`config.mk`:
```
export PLATFORM = sky130hd
export DESIGN_NAME = serial_twos_comp_unit
export DESIGN_NICKNAME = d
export VERILOG_FILES = /design/src/rtl/serial_twos_comp_unit.sv
export SDC_FILE = /design/constraint.sdc
export NUM_CORES = 1
export LEC_CHECK = 0
export ABC_CLOCK_PERIOD_IN_PS = 1320
export CORE_MARGIN = 2
export CORE_UTILIZATION = 30
export CTS_CLUSTER_SIZE = 24
export DETAILED_ROUTE_END_ITERATION = 8
export SLEW_MARGIN = 0
export SYNTH_ARGS = -nofsm -noshare
export SYNTH_HDL_FRONTEND = slang
export SYNTH_SLANG_ARGS = --single-unit
```
`constraint.sdc`:
```
create_clock -name clk -period 1.32 [get_ports clk]
set_input_delay 0.264 -clock clk [delete_from_list [all_inputs] [get_ports clk]]
set_output_delay 0.264 -clock clk [all_outputs]
set_load 0.1 [all_outputs]
```
`src/rtl/serial_twos_comp_unit.sv`:
```
// -----------------------------------------------------------------------------
// serial_twos_comp_unit
//   Bit-serial two's-complement unit. Passes, negates, takes |x| or -|x| of a
//   WIDTH-bit operand, one bit per clock, LSB first. The negation trick is to
//   copy bits up to and including the first 1, then invert the rest.
//   Overflow is flagged when negating/abs-ing the most-negative value.
//
// Ports
//   clk        rising-edge clock
//   rst_n      synchronous reset, active-low
//   in_valid   operand presented
//   in_ready   unit can accept (IDLE only)
//   in_num     operand, two's complement
//   in_mode    00 pass, 01 negate, 10 abs, 11 neg-abs
//   out_valid  result available
//   out_ready  downstream accepts result
//   out_num    result (mod 2^WIDTH)
//   out_ovf    result not representable, out_num wrapped
// -----------------------------------------------------------------------------
module serial_twos_comp_unit #(
   parameter int WIDTH = 8
) (
   input  logic             clk,
   input  logic             rst_n,
   input  logic             in_valid,
   output logic             in_ready,
   input  logic [WIDTH-1:0] in_num,
   input  logic [1:0]       in_mode,
   output logic             out_valid,
   input  logic             out_ready,
   output logic [WIDTH-1:0] out_num,
   output logic             out_ovf
);

   localparam int CW = (WIDTH > 1) ? $clog2(WIDTH) : 1;
   localparam logic [CW-1:0]    LAST     = CW'(WIDTH - 1);
   localparam logic [WIDTH-1:0] MOST_NEG = {1'b1, {(WIDTH-1){1'b0}}};

   typedef enum logic [1:0] {IDLE, RUN, DONE} state_t;

   state_t           state;
   logic [WIDTH-1:0] shift_reg;
   logic [WIDTH-1:0] res_reg;
   logic [CW-1:0]    count;
   logic             seen_one;
   logic             do_neg;
   logic             ovf_pend;

   logic             cur_bit;
   logic             res_bit;
   logic             accept_neg;

   assign cur_bit = shift_reg[0];
   // Bits after the first 1 are inverted when negating.
   assign res_bit = (do_neg && seen_one) ? ~cur_bit : cur_bit;

   // Whether the operand presented now would be negated.
   always_comb begin
      accept_neg = 1'b0;
      case (in_mode)
         2'b00:   accept_neg = 1'b0;
         2'b01:   accept_neg = 1'b1;
         2'b10:   accept_neg = in_num[WIDTH-1];
         default: accept_neg = ~in_num[WIDTH-1];
      endcase
   end

   always_ff @(posedge clk) begin
      if (!rst_n) begin
         state     <= IDLE;
         in_ready  <= 1'b1;
         out_valid <= 1'b0;
         out_num   <= '0;
         out_ovf   <= 1'b0;
         count     <= '0;
         seen_one  <= 1'b0;
         do_neg    <= 1'b0;
         ovf_pend  <= 1'b0;
         shift_reg <= '0;
         res_reg   <= '0;
      end else begin
         case (state)
            IDLE: begin
               if (in_valid) begin
                  shift_reg <= in_num;
                  count     <= '0;
                  seen_one  <= 1'b0;
                  do_neg    <= accept_neg;
                  ovf_pend  <= accept_neg && (in_num == MOST_NEG);
                  in_ready  <= 1'b0;
                  state     <= RUN;
               end
            end
            RUN: begin
               // Result bits enter at the MSB end so bit 0 lands at [0] last.
               shift_reg <= shift_reg >> 1;
               res_reg   <= {res_bit, res_reg[WIDTH-1:1]};
               seen_one  <= seen_one | cur_bit;
               count     <= count + 1'b1;
               if (count == LAST) begin
                  state <= DONE;
               end
            end
            DONE: begin
               // First DONE cycle publishes the result; a transfer needs
               // out_valid already high, so each result transfers once.
               if (out_valid && out_ready) begin
                  out_valid <= 1'b0;
                  in_ready  <= 1'b1;
                  state     <= IDLE;
               end else begin
                  out_valid <= 1'b1;
                  out_num   <= res_reg;
                  out_ovf   <= ovf_pend;
               end
            end
            default: begin
               state <= IDLE;
            end
         endcase
      end
   end

endmodule

```
==> flow_metrics.env <==
export IMPL_status="completed"
export IMPL_synth_seq_cells=35
export IMPL_fp_coreArea_um2=4690
export IMPL_drv_cap=0
export IMPL_initial_utilization=0.308
export IMPL_setup_viol=0
export IMPL_nNetsFinal=218
export IMPL_power_per_cell_area_nw_per_um2=1140
export IMPL_cts_setup_buffers=0
export IMPL_syn_area_um2=1440
export IMPL_critical_path_top_delay_family="simple AND/OR/NAND/NOR gates"
export IMPL_power_switching_uw=545
export IMPL_post_route_util=0.448
export IMPL_htreeDepth=2
export IMPL_mostFrequentLayoutCells="a21oi_1 (25), nand2_1 (24), dfxtp_1 (24), buf_12 (14)"
export IMPL_clkLatencyLatePin_ps=280
export IMPL_ant_nets=0
export IMPL_placed_area_um2=1960
export IMPL_p_int_mw=1.85
export IMPL_cp_slowest_cell="or3b_4"
export IMPL_synth_cells=167
export IMPL_portBuffers=24
export IMPL_grt_pass1_wl_um=5640
export IMPL_synthTopCellsByArea="dfxtp_1 (49%), a21oi_1 (8.7%), nand2_1 (6.2%), nand3_1 (4.5%), o221ai_2 (4.2%)"
export IMPL_slew_limit_headroom=0.759
export IMPL_cts_buffers=5
export IMPL_path_cells="clkdlybuf4s50_1 -> or3b_4 -> o221ai_1 -> nor2_1"
export IMPL_fin_crit_sh=0.995
export IMPL_grt_overflow_total=0
export IMPL_final_fill_count=446
export IMPL_fin_tns_setup_ps=0
export IMPL_dp_cells=249
export IMPL_synth_top_cell_by_area="dfxtp_1"
export IMPL_drive_gt1_frac=0.286
export IMPL_layout_commonest_cell="a21oi_1"
export IMPL_cts_root_buf="clkbuf_8"
export IMPL_skew_ps=3.65
export IMPL_cp_required_ps=1500
export IMPL_hold_ws_ps=464
export IMPL_total_power_mw=2.39
export IMPL_antenna_found_initial=0
export IMPL_io_pins=25
export IMPL_r2r_slack_ps=70
export IMPL_wire_per_inst_um=12.5
export IMPL_swShare=0.228
export IMPL_worst_path_max_fanout=13
export IMPL_ys_types=29
export IMPL_syn_to_final_growth_pct=45.5
export IMPL_finalHoldViolations=0
export IMPL_rows=25
export IMPL_crit_buf_inv=1
export IMPL_rsz0062_at_grt="true"
export IMPL_drc=0
export IMPL_place_ws_ps=-313
export IMPL_tightest_slew_ps=361
export IMPL_stdcell_count=257
export IMPL_ys_warn_count=0
export IMPL_cts_tree="built"
export IMPL_synth_avg_cell_area_um2=8.65
export IMPL_die_w_um=73.4
export IMPL_grt_pass1_vias=1210
export IMPL_synth_fp_nets=183
export IMPL_clkTransAtPathRegs_ps=70
export IMPL_drt_iter0_drc=73
export IMPL_dp_final_hpwl_um=2270
export IMPL_fmax_mhz=761
export IMPL_synth_top_cell_area_share=0.485
export IMPL_dr_pass1_iters=4
export IMPL_die_h_um=73.4
export IMPL_num_antenna_cells=0
export IMPL_grt_util_all_layers=0.137
export IMPL_clock_sinks=35
export IMPL_hp_class="register to register"
export IMPL_die_area_um2=5380
export IMPL_globalplace_congestion=0.778
export IMPL_worst_slack_ps=5.99
export IMPL_ir_drop_v=0.000507
export IMPL_pwr_share_comb=0.120
export IMPL_power_frac_seq=0.470
export IMPL_dr_total_vias=1275
export IMPL_final_max_slew_viol_count=0
export IMPL_seq_area_frac_synth=0.485
export IMPL_cts_path_max_buffers=2
export IMPL_worstSetupPathType="input port to register"
export IMPL_worstSetupStartpointType="input port"
export IMPL_end_kind="register"
export IMPL_cp_arrival_ps=1490
export IMPL_stdcell_area_um2=2100
export IMPL_critPathMaxStageDelay_ps=480
export IMPL_viasPerCell=4.96
export IMPL_clkPwrFrac=0.410
export IMPL_period_minus_slack_ps=1310
export IMPL_grt_max_degree=24
export IMPL_p_leak_nw=0.763
export IMPL_wl_um=3220
[cell type report]
type                    count  area (µm²)  area share
clock inverters             2        35.0      0.0167
inverters                   3        11.3     0.00536
clock buffers               6        82.6      0.0393
repair buffers             40         512       0.244
flip-flops and latches     35         717       0.341
multi-input cells         117         676       0.322
well taps                  54        67.6      0.0322
[synthesized netlist by cell type]
cell       number
o41ai_2         1
and2_1          1
nand3_1        13
xnor2_1         2
ha_1            2
o21ai_0        10
buf_4           2
o221ai_1        2
dfxtp_1        35
a2111oi_0       1
nor3b_2         1
nor2_1         12
xor2_1          1
or3b_4          1
nor3_1          7
nor2b_1         1
o221ai_2        4
inv_1           3
nand2_1        24
a21oi_1        25
nand4_1         1
nor4_1          1
nand2b_1        3
buf_6           2
and2b_1         1
buf_2           3
clkbuf_1        5
a211oi_1        2
o22ai_1         1
[timing repair]
action / in CTS / in global routing
pin swaps: 1 / 0
hold buffers: 0 / 0
resized for setup: 2 / 10
endpoints found under the setup margin: 6 / 21
[kinds of logic after synthesis]
kind of cell    share of synthesized area
simple gates                        0.215
xor+xnor                           0.0182
compound gates                      0.207
buf+inv                            0.0572
flops                               0.485
fa+ha+maj                          0.0173
[worst reg2reg max path, stage by stage, from the launching register on]
cell and delay [ps]:
dfxtp_1 360, or3b_4 510, o221ai_1 200, nor2_1 70
[worst paths after layout]
check	startpoint	depth (start not counted)	endpoint
setup / recovery	in_valid	4	shift_reg[1]
hold / removal	res_reg[0]	2	res_reg[0]
setup reg to reg	state[1]	3	shift_reg[1]
hold reg to reg	res_reg[0]	2	res_reg[0]
[routing by layer]
layer | track usage | wire, µm | part of all wire | up-vias
li1 | - | - | - | 658
met1 | 0.175 | 1600 | 0.50 | 590
met2 | 0.209 | 1460 | 0.45 | 25
met3 | 0.0453 | 129 | 0.040 | 2
met4 | 0.0606 | 34 | 0.011 | 0
met5 | 0 | 0 | 0 | -
[power groups by stage]
| stage | Sequential (mW) | Clock (mW) | Combinational [mW] |
|---|---|---|---|
| final | 1.12 | 0.982 | 0.287 |
| after global routing | 1.13 | 1.06 | 0.311 |
| after CTS | 1.12 | 1.01 | 0.286 |
| after detailed placement | 1.15 | 0 | 0.282 |
| after global placement | 1.14 | 0 | 0.278 |
| after floorplan | 1.15 | 0 | 0.145 |
(Power assumes the default switching activity.)
